### config.mk
export PLATFORM = sky130hd
export DESIGN_NAME = alu_share_arbiter
export DESIGN_NICKNAME = d
export VERILOG_FILES = /design/src/rtl/alu_share_arbiter.sv
export SDC_FILE = /design/constraint.sdc
export NUM_CORES = 1
export LEC_CHECK = 0
export ABC_CLOCK_PERIOD_IN_PS = 5640
export BUFFER_PORTS_ARGS = -buffer_cell sky130_fd_sc_hd__buf_2
export CORE_MARGIN = 2
export CORE_UTILIZATION = 57
export DETAILED_ROUTE_END_ITERATION = 16
export PLACE_DENSITY = 0.78
export SYNTH_ARGS = -nofsm -noshare
export SYNTH_HDL_FRONTEND = slang
export SYNTH_SLANG_ARGS = --single-unit
### constraint.sdc
create_clock -name Clk -period 5.64 [get_ports Clk]
set_clock_uncertainty 0.1 [all_clocks]
set_input_delay 1.128 -clock Clk [delete_from_list [all_inputs] [get_ports Clk]]
set_output_delay 1.128 -clock Clk [all_outputs]
set_load 0.02 [all_outputs]
### src/rtl/alu_share_arbiter.sv
`default_nettype none
// ============================================================================
// Module   : alu_share_arbiter
// Brief    : Round-robin owner of a shared multi-cycle ALU with start/ack
//            handshake and WAIT-state timeout abort.
// Revision : 1.0 - initial release
// ============================================================================
module alu_share_arbiter #(
    parameter int NREQ    = 4,
    parameter int IDXW    = 2,
    parameter int TIMEOUT = 16,
    parameter int CNTW    = 5
) (
    input  logic            Clk,
    input  logic            Rst,
    input  logic [NREQ-1:0] Req,
    input  logic            AluDone,
    output logic [NREQ-1:0] Grant,
    output logic [IDXW-1:0] GrantIdx,
    output logic            AluStart,
    output logic [NREQ-1:0] Ack,
    output logic            Err,
    output logic            Busy
);

    typedef enum logic [1:0] {
        S_IDLE  = 2'd0,
        S_START = 2'd1,
        S_WAIT  = 2'd2
    } state_t;

    localparam logic [CNTW-1:0] c_cnt_last = CNTW'(TIMEOUT - 1);
    localparam logic [IDXW-1:0] c_last_rst = IDXW'(NREQ - 1);

    state_t          r_state;
    logic [NREQ-1:0] r_grant;
    logic [IDXW-1:0] r_idx;
    logic            r_start;
    logic [NREQ-1:0] r_ack;
    logic            r_err;
    logic            r_busy;
    logic [IDXW-1:0] r_last;
    logic [CNTW-1:0] r_cnt;

    logic [IDXW-1:0] w_sel;
    logic [NREQ-1:0] w_onehot;
    int              w_idx;

    // Scan from the farthest offset down so the nearest requester after r_last wins.
    always_comb begin
        w_sel = r_last;
        w_idx = 0;
        for (int i = NREQ; i >= 1; i--) begin
            w_idx = (int'(r_last) + i) % NREQ;
            if (Req[w_idx[IDXW-1:0]]) begin
                w_sel = w_idx[IDXW-1:0];
            end
        end
        w_onehot = NREQ'(1) << w_sel;
    end

    always_ff @(posedge Clk or posedge Rst) begin
        if (Rst) begin
            r_state <= S_IDLE;
            r_grant <= '0;
            r_idx   <= '0;
            r_start <= 1'b0;
            r_ack   <= '0;
            r_err   <= 1'b0;
            r_busy  <= 1'b0;
            r_last  <= c_last_rst;
            r_cnt   <= '0;
        end else begin
            r_ack <= '0;
            r_err <= 1'b0;
            case (r_state)
                S_IDLE: begin
                    if (|Req) begin
                        r_state <= S_START;
                        r_grant <= w_onehot;
                        r_idx   <= w_sel;
                        r_start <= 1'b1;
                        r_busy  <= 1'b1;
                        r_cnt   <= '0;
                    end
                end
                S_START: begin
                    r_state <= S_WAIT;
                    r_start <= 1'b0;
                end
                S_WAIT: begin
                    // Done takes precedence over a coincident timeout.
                    if (AluDone) begin
                        r_state <= S_IDLE;
                        r_grant <= '0;
                        r_busy  <= 1'b0;
                        r_ack   <= r_grant;
                        r_last  <= r_idx;
                    end else if (r_cnt == c_cnt_last) begin
                        r_state <= S_IDLE;
                        r_grant <= '0;
                        r_busy  <= 1'b0;
                        r_err   <= 1'b1;
                        r_last  <= r_idx;
                    end else begin
                        r_cnt <= r_cnt + 1'b1;
                    end
                end
                default: begin
                    r_state <= S_IDLE;
                    r_grant <= '0;
                    r_start <= 1'b0;
                    r_busy  <= 1'b0;
                end
            endcase
        end
    end

    assign Grant    = r_grant;
    assign GrantIdx = r_idx;
    assign AluStart = r_start;
    assign Ack      = r_ack;
    assign Err      = r_err;
    assign Busy     = r_busy;

endmodule
`default_nettype wire

==> impl_metrics.py, run 1 <==
metrics = {
    "global_route": {
        "grt_max_degree": 23,
        "grt_use_total_pct": 21.7,
        "antenna_found_initial": 0,
        "grt_pass1_vias": 766,
        "grt_pass1_wl_um": 3350,
        "grt_overflow": 0,
    },
    "floorplan": {
        "die_w_um": 47.5,
        "core_area_mm2": 0.00175,
        "dieHeight_um": 47.5,
        "die_area_mm2": 0.00225,
        "num_rows": 15,
        "start_util_pct": 61.7,
        "ios": 20,
    },
    "cts": {
        "clock_sinks": 22,
        "clkLatencyLatePin_ns": 0.31,
        "cts-root-buf": "clkbuf_4",
        "clk_pin_slew_ns": 0.12,
        "cts_buffers": 3,
        "h-tree-depth": 1,
        "cts_tree": "yes",
        "post_cts_buffers": 0,
        "post_cts_resized": 0,
        "clk_path_buf_depth": 2,
        "cts_hold_buffers": 0,
    },
    "synthesis": {
        "async_flop_share_pct": 100,
        "synth_area_mm2": 0.00108,
        "yosys_warnings": 0,
        "synth_cell_types": 38,
        "syn-num-nets": 105,
        "synth_ff_type": "dfrtp_1",
        "avgSynthCellArea_um2": 11.2,
        "synth_cells": 96,
        "ys_seq_area_share_pct": 51.3,
        "synth_edf_count": 0,
        "synth_seq_cells": 22,
    },
    "setup_path": {
        "critPathLaunchType": "flop",
        "reg2reg_from": "r_cnt[0]",
        "path_cells": "buf_2",
        "critical_path.max_stage_delay_ns": 0.42,
        "end_kind": "output pin",
        "slowest_stage": "dfrtp_1",
        "critPathRequiredTime_ns": 4.41,
        "startpoint": "GrantIdx[0]",
        "arrival_ns": 0.90,
        "crit_family": "flip-flops",
        "path_max_fanout": 3,
        "critical_path_class": "reg2out",
        "critPathBufInv": 1,
    },
    "routing": {
        "viasPerCell": 5.63,
        "wl_um": 1980,
        "dr.pass1.iters": 4,
        "drc": 0,
        "wl_per_cell_um": 14.1,
        "vias": 794,
        "drt_iter0_markers": 15,
        "ant_nets": 0,
    },
    "sta": {
        "setup_viol": 0,
        "tightest_slew_ns": 0.792,
        "final-hold-violation-count": 0,
        "whs_ns": 0.386,
        "timing.fmax_mhz": 470,
        "finalSetupTns_ns": 0,
        "rsz0062_at_grt": "no",
        "slew_viol_final": 0,
        "finalCritPeriodShare_pct": 37.8,
        "period_minus_slack_ns": 2.13,
        "timing.slew.headroom_pct": 47.1,
    },
    "power_and_ir_drop": {
        "p_leak_nw": 0.600,
        "swShare_pct": 41.3,
        "netSwitchingPower_uw": 247,
        "p_comb_share_pct": 41.0,
        "power_density_mw_per_mm2": 492,
        "power_uw": 597,
        "p_clk_share_pct": 14.6,
        "seqPwrFrac_pct": 44.4,
        "ir_worst_vdd_mv": 0.320,
        "power.internal_uw": 350,
    },
    "placed_design": {
        "gp_congestion": 0.772,
        "port_buffers": 19,
        "hpwl_um": 1490,
    },
    "finish": {
        "final_common_cell": "dfrtp_1",
        "final_cell_mix": "dfrtp_1 (20), buf_2 (19), nand2_1 (11), o21ai_0 (6), and3_1 (5)",
        "drive_gt1_share_pct": 35.3,
        "fin_nets": 126,
        "final_util_pct": 69.5,
        "syn2layout_area_growth_pct": 12.5,
        "diodes": 0,
        "n_fill_cell": 138,
    },
    "worst_hold_path": {
        "hp-start": "Busy",
        "hold_class": "reg2reg",
    },
    "outcome": {
        "status": "completed",
    },
    "job": {
        "maxCapViolations": 0,
    },
}
==> power groups by stage <==
stage	clock network, mW	registers, mW	logic (mW)
floorplan	0	0.276	0.180
finish	0.0872	0.265	0.245
global placement	0	0.265	0.239
detailed placement	0	0.268	0.243
CTS	0.0879	0.264	0.246
global route	0.0954	0.274	0.267
==> flip-flops by register name, summed over array words and instances, names as in the netlist <==
| signal | cells |
|---|---|
| Grant | 4 |
| AluStart | 1 |
| r_last | 2 |
| Err | 1 |
| GrantIdx | 2 |
| r_cnt | 5 |
| r_state | 2 |
| Busy | 1 |
| Ack | 4 |
==> metal layers <==
metal	GRT usage [%]	wire (um)	vias to the layer above
met4	10.6	48	0
li1	-	-	376
met3	4.15	88	6
met1	30.1	920	393
met5	0	0	-
met2	32.7	925	19
==> synthesized netlist by cell type, drive strengths merged (2+ instances only) <==
library cell / instances / area, um2
a21o: 3 / 26.3
a21oi: 3 / 18.8
and3: 5 / 31.3
buf: 3 / 27.5
dfrtp: 20 / 500
dfstp: 2 / 52.6
ha: 2 / 25.0
inv: 5 / 23.8
mux2: 2 / 22.5
mux2i: 3 / 30.0
nand2: 12 / 47.6
nand3: 2 / 10.0
nor2: 6 / 32.5
nor2b: 3 / 26.3
nor3: 3 / 20.0
o21ai: 7 / 35.0
o31ai: 3 / 41.3
or3: 3 / 18.8
==> cell families after synthesis <==
kind of cell               Yosys count  share of synthesized area [%]
and+or+nand+nor                     38                           21.4
DFF                                 22                           51.3
AOI/OAI and AO/OA                   20                           14.5
buffers and inverters                8                           4.76
muxes                                5                           4.88
adders and majority gates            2                           2.32
xor gates and xnor gates             1                          0.813
==> path summary, 6_finish.rpt <==
path | endpoint | slack, ns | cells after the start
setup / recovery | GrantIdx[0] | 3.51 | 1
hold / removal | Busy | 0.39 | 2
setup reg to reg | r_cnt[3] | 3.58 | 7
hold reg to reg | Busy | 0.39 | 2
max in group asynchronous | r_cnt[3] | 4.10 | 2
min in group asynchronous | Err | 0.85 | 2
==> metrics by stage <==
step	instances	worst slack [ns]	instance area, um2
after floorplan	96	3.51	1080
after global placement	137	3.25	1180
after detailed placement	137	3.21	1180
after CTS	141	3.51	1210
after global routing	141	3.47	1210
final	141	3.51	1210
==> layout make-up <==
type	instances	area, um2	area share, %
Multi-Input combinational cell	66	473	39.0
Inverter	5	23.8	1.96
Timing Repair Buffer	19	95.1	7.84
Sequential cell	22	553	45.6
Clock buffer	4	36.3	2.99
Tap cell	25	31.3	2.58
No activity file was read; power rests on OpenSTA's default activity.
==> run 2, diff against run 1 <==
Settings changed: ABC_AREA set to 1, ABC_CLOCK_PERIOD_IN_PS 5640 to 1800, CORE_UTILIZATION 57 to 49, PLACE_DENSITY 0.78 to 0.69.
Clock period 5.64 ns to 1.8 ns, I/O delays scaled along.
==> impl_metrics.py, run 2 <==
metrics = {
    "outcome": {
        "status": "completed",
    },
    "global_route": {
        "grt_pass1_wl_um": 3630,
        "grt_pass1_vias": 848,
        "grt_overflow": 0,
        "antenna_found_initial": 0,
        "grt_use_total_pct": 17.7,
        "grt_max_degree": 23,
    },
    "synthesis": {
        "async_flop_share_pct": 100,
        "yosysTopAreaCell": "dfrtp_1",
        "synth_top_area_share_pct": 39.9,
        "synth_seq_cells": 22,
        "avgSynthCellArea_um2": 8.71,
        "syn-num-nets": 153,
        "yosys_warnings": 0,
        "synth.top_cells.by_area": "dfrtp_1 (40%), nand2_1 (9.6%), nand2_4 (9.0%)",
        "synth_edf_count": 0,
        "synth_cells": 144,
        "ys_seq_area_share_pct": 44.1,
        "synth_area_mm2": 0.00125,
        "synth_cell_types": 25,
        "synth_most_common_cell": "nand2_1",
        "synth_ff_type": "dfrtp_1",
        "synth_common_cells": "nand2_1 (32), dfrtp_1 (20), inv_1 (15), nand2_2 (13), nor2_1 (11)",
    },
    "sta": {
        "timing.fmax_mhz": 589,
        "timing.slew.headroom_pct": 81.4,
        "tightest_slew_ns": 0.280,
        "finalCritPeriodShare_pct": 94.4,
        "setup_viol": 0,
        "slew_viol_final": 0,
        "setup_ws_ns": 0.101,
        "final-hold-violation-count": 0,
        "rsz0062_at_grt": "no",
        "period_minus_slack_ns": 1.70,
    },
    "setup_path": {
        "critPathBufInv": 2,
        "reg2reg_from": "r_cnt[0]",
        "critical_path_class": "reg2reg",
        "arrival_ns": 1.83,
        "path_max_fanout": 9,
        "end_kind": "flop",
        "critPathRequiredTime_ns": 1.93,
        "path_cells": "ha_1 > inv_1 > nor3_2 > ha_2 > nor2_4 > nand2_4 > o21ai_2 > nor2_2 > inv_2 > nand2_1 > o21ai_2",
        "crit_family": "simple AND/OR/NAND/NOR gates",
        "critPathLaunchType": "flop",
        "critical_path.max_stage_delay_ns": 0.40,
        "slowest_stage": "dfrtp_1",
        "startpoint": "r_cnt[0]",
        "cpMostUsedCell": "o21ai_2",
    },
    "power_and_ir_drop": {
        "power_mw": 2.69,
        "swShare_pct": 48.3,
        "p_clk_share_pct": 14.2,
        "p_comb_share_pct": 56.2,
        "netSwitchingPower_mw": 1.30,
        "p_leak_nw": 0.775,
        "ir_worst_vdd_mv": 1.47,
        "power_density_mw_per_mm2": 1830,
        "seqPwrFrac_pct": 29.5,
        "power.internal_mw": 1.39,
    },
    "cts": {
        "clk_path_buf_depth": 2,
        "cts_buffers": 3,
        "clock_sinks": 22,
        "clkLatencyLatePin_ns": 0.32,
        "cts_tree": "yes",
        "post_cts_buffers": 0,
        "h-tree-depth": 1,
        "cts-root-buf": "clkbuf_4",
        "clk_pin_slew_ns": 0.13,
    },
    "floorplan": {
        "die_w_um": 54.6,
        "ios": 20,
        "dieHeight_um": 54.6,
        "core_area_mm2": 0.00245,
        "num_rows": 18,
        "die_area_mm2": 0.00298,
        "start_util_pct": 51.1,
    },
    "routing": {
        "vias": 973,
        "drc": 0,
        "drt_iter0_markers": 13,
        "wl_per_cell_um": 11.4,
        "dr.pass1.iters": 4,
        "wl_um": 2280,
        "viasPerCell": 4.89,
        "ant_nets": 0,
    },
    "worst_hold_path": {
        "hold_class": "in2reg",
        "hp-start": "AluDone",
    },
    "finish": {
        "largest_register_ffs": 5,
        "syn2layout_area_growth_pct": 17.1,
        "fin_area_mm2": 0.00147,
        "final_common_cell": "nand2_1",
        "drive_gt1_share_pct": 41.4,
        "final_util_pct": 59.8,
        "largest-register": "r_cnt",
        "final_cell_mix": "nand2_1 (32), dfrtp_1 (20), buf_2 (19), inv_1 (14), nand2_2 (13)",
        "fin_nets": 179,
        "diodes": 0,
    },
    "placed_design": {
        "gp_congestion": 0.825,
        "pre_cts_ws_ns": -0.0166,
        "port_buffers": 19,
        "postPlaceCellArea_mm2": 0.00139,
        "hpwl_um": 1750,
    },
    "job": {
        "maxCapViolations": 0,
    },
}
-- run 2: cell types whose count changed after synthesis, sizes merged, moves of 5 or more --
cell   previous run  this run
nand3             2         9
nor2              6        14
inv               5        20
nand2            12        55
and3              5         0
-- run 2: routing by layer --
layer	track usage [%]	share of wire (%)	vias to the layer above
met5	0	0	-
met4	7.08	1.4	0
met3	4.92	4.1	5
met2	27.8	46	17
met1	22.9	48	452
li1	-	-	499
-- run 2: timing repair --
action | 4_1_cts | 5_1_grt
endpoints found under the hold margin | 20 | 0
endpoints found under the setup margin | 4 | 6
gates resized for setup | 1 | 4
pin swaps | 0 | 2
hold buffers | 1 | 0
-- run 2: worst paths after layout --
check,end,slack [ns],depth (start not counted)
max in group asynchronous,r_last[0],0.82,4
min reg2reg,AluStart,0.40,2
max reg2reg,Grant[1],0.10,11
min in group asynchronous,Grant[2],0.49,4
min,Err,0.21,2
max,Grant[1],0.10,11
-- run 2: logic make-up (layout without fill, tap and decap cells) --
family / Yosys count / count (layout) / synth area share, %
AND/OR/NAND/NOR: 86 / 86 / 39.2
buffers and inverters: 22 / 47 / 8.38
AO/OA/AOI/OAI: 12 / 12 / 6.29
flip-flops: 22 / 22 / 44.1
adder cells (fa/ha/maj): 2 / 2 / 2.00
-- run 2: layout make-up --
class                   instances  area, um2
flip-flops and latches         22        553
multi-input cells             100        611
well taps                      30       37.5
clock buffers                   3       22.5
clock inverters                 1       30.0
inverters                      21       93.8
repair buffers                 22        120
fillers                       216        987
-- run 2: per-stage QoR --
stage | setup TNS, ns | hold WS (ns) | cells
finish | 0 | 0.208 | 199
global route | 0 | 0.200 | 199
CTS | 0 | 0.192 | 199
detailed placement | -0.0350 | 0.305 | 194
global placement | 0 | 0.302 | 194
floorplan | 0 | 0.248 | 144
-- run 2: power by group through the flow --
stage	clock, mW	combinational [mW]	sequential [mW]
after floorplan	0	1.21	0.839
after global placement	0	1.48	0.802
after detailed placement	0	1.52	0.804
after CTS	0.384	1.53	0.794
after global routing	0.404	1.68	0.813
final	0.383	1.51	0.794
==> run 3, diff against run 2 <==
Settings changed: BUFFER_PORTS_ARGS -buffer_cell sky130_fd_sc_hd__buf_2 to -buffer_cell sky130_fd_sc_hd__buf_4.
==> impl_metrics.py, run 3 (synthesis results as in run 2) <==
metrics = {
    "sta": {
        "setup_viol": 0,
        "timing.fmax_mhz": 591,
        "period_minus_slack_ns": 1.69,
        "setup_ws_ns": 0.109,
        "final-hold-violation-count": 0,
        "rsz0062_at_grt": "yes",
        "finalCritPeriodShare_pct": 93.9,
        "tightest_slew_ns": 0.275,
        "timing.slew.headroom_pct": 81.7,
        "slew_viol_final": 0,
    },
    "floorplan": {
        "dieHeight_um": 54.6,
        "num_rows": 18,
        "die_area_mm2": 0.00298,
        "core_area_mm2": 0.00245,
        "die_w_um": 54.6,
        "start_util_pct": 51.1,
        "ios": 20,
    },
    "setup_path": {
        "critical_path.max_stage_delay_ns": 0.38,
        "critical_path_class": "reg2reg",
        "slowest_stage": "dfrtp_1",
        "path_max_fanout": 9,
        "critPathLaunchType": "flop",
        "arrival_ns": 1.81,
        "critPathRequiredTime_ns": 1.92,
        "path_cells": "ha_1 > inv_1 > nor3_2 > ha_2 > nor2_4 > nand2_4 > o21ai_2 > nor2_2 > inv_1 > nand2_1 > o21ai_2",
        "end_kind": "flop",
    },
    "cts": {
        "clock_sinks": 22,
        "cts_tree": "yes",
        "clk_pin_slew_ns": 0.13,
        "clkLatencyLatePin_ns": 0.31,
        "clk_path_buf_depth": 2,
        "cts-root-buf": "clkbuf_4",
        "h-tree-depth": 1,
        "cts_buffers": 3,
    },
    "routing": {
        "wl_um": 2310,
        "dr.pass1.iters": 4,
        "viasPerCell": 4.90,
        "drt_iter0_markers": 19,
        "ant_nets": 0,
        "vias": 989,
        "drc": 0,
        "wl_per_cell_um": 11.4,
    },
    "finish": {
        "multi_input_area_um2": 616,
        "diodes": 0,
        "fin_nets": 182,
        "seqCellArea_um2": 553,
        "syn2layout_area_growth_pct": 23.1,
        "largest-register": "r_cnt",
        "n_fill_cell": 221,
        "final_util_pct": 62.8,
        "fin_area_mm2": 0.00154,
        "largest_register_ffs": 5,
        "final_common_cell": "nand2_1",
        "drive_gt1_share_pct": 42.4,
        "final_cell_mix": "nand2_1 (32), buf_4 (24), dfrtp_1 (20), inv_1 (15), nand2_2 (13)",
    },
    "outcome": {
        "status": "completed",
    },
    "global_route": {
        "antenna_found_initial": 0,
        "grt_use_total_pct": 18.1,
        "grt_pass1_vias": 898,
        "grt_max_degree": 23,
        "grt_pass1_wl_um": 3880,
        "grt_overflow": 0,
    },
    "power_and_ir_drop": {
        "p_clk_share_pct": 13.5,
        "p_comb_share_pct": 57.6,
        "netSwitchingPower_mw": 1.30,
        "seqPwrFrac_pct": 28.9,
        "ir_worst_vdd_mv": 1.24,
        "swShare_pct": 47.1,
        "p_leak_nw": 0.803,
        "power.internal_mw": 1.46,
        "power_density_mw_per_mm2": 1790,
    },
    "job": {
        "maxCapViolations": 0,
    },
    "worst_hold_path": {
        "hold_class": "in2reg",
    },
    "placed_design": {
        "pre_cts_ws_ns": -0.0104,
        "gp_congestion": 0.841,
        "hpwl_um": 1760,
        "postPlaceCellArea_mm2": 0.00144,
        "port_buffers": 19,
    },
}
-- run 3: cell types whose count changed in the layout (fill, tap and decap cells not counted), sizes merged --
cell,delta
buf,+3
-- run 3: critical path, delay by kind of cell (launching register included) --
kind | cells | cell delay [ns]
adders and majority gates | 2 | 0.39
AOI/OAI and AO/OA | 2 | 0.13
and+or+nand+nor | 5 | 0.47
DFF | 1 | 0.38
buffers and inverters | 2 | 0.15
-- run 3: metrics by stage --
step	setup TNS (ns)	hold WS [ns]	instances	total power [mW]
2_1_floorplan	0	0.248	144	2.05
3_3_place_gp	0	0.313	194	2.33
3_5_place_dp	-0.0185	0.320	194	2.37
4_1_cts	0	0.144	199	2.75
5_1_grt	-0.0228	0.163	202	2.99
6_report	0	0.163	202	2.77
-- run 3: path summary, 6_finish.rpt --
kind,start,to,slack [ns],cells after the start
setup / recovery,r_cnt[1],Grant[1],0.11,11
hold / removal,AluDone,Err,0.16,2
setup reg to reg,r_cnt[1],Grant[1],0.11,11
hold reg to reg,AluStart,AluStart,0.40,2
max in group asynchronous,Rst,r_last[0],0.79,4
min in group asynchronous,Rst,Ack[0],0.52,4
-- run 3: repair_timing --
action / CTS / global route
buffers inserted: 0 / 3
hold buffers: 1 / 0
endpoints found under the setup margin: 5 / 6
gates resized for setup: 1 / 4
pin swaps: 0 / 2
hold endpoints to repair: 20 / 0
-- run 3: per-layer routing --
| metal | GRT usage, % | vias to the layer above | wire length (um) |
|---|---|---|---|
| li1 | - | 504 | - |
| met1 | 25.4 | 461 | 1150 |
| met2 | 28.6 | 22 | 1040 |
| met3 | 4.92 | 2 | 108 |
| met4 | 2.50 | 0 | 13 |
| met5 | 0 | - | 0 |
-- run 3: power groups by stage --
stage | sequential [mW] | combinational [mW] | clock, mW
3_5_place_dp | 0.813 | 1.56 | 0
4_1_cts | 0.803 | 1.56 | 0.385
2_1_floorplan | 0.839 | 1.21 | 0
3_3_place_gp | 0.806 | 1.52 | 0
6_report | 0.801 | 1.59 | 0.373
5_1_grt | 0.821 | 1.77 | 0.399
-- run 3: layout make-up --
type	instances	share of cell area, %
clock buffer	3	1.46
timing repair buffer	25	12.3
sequential	22	35.8
inverter	21	6.08
tap	30	2.43
multi-input combinational	100	39.9
clock inverter	1	1.95
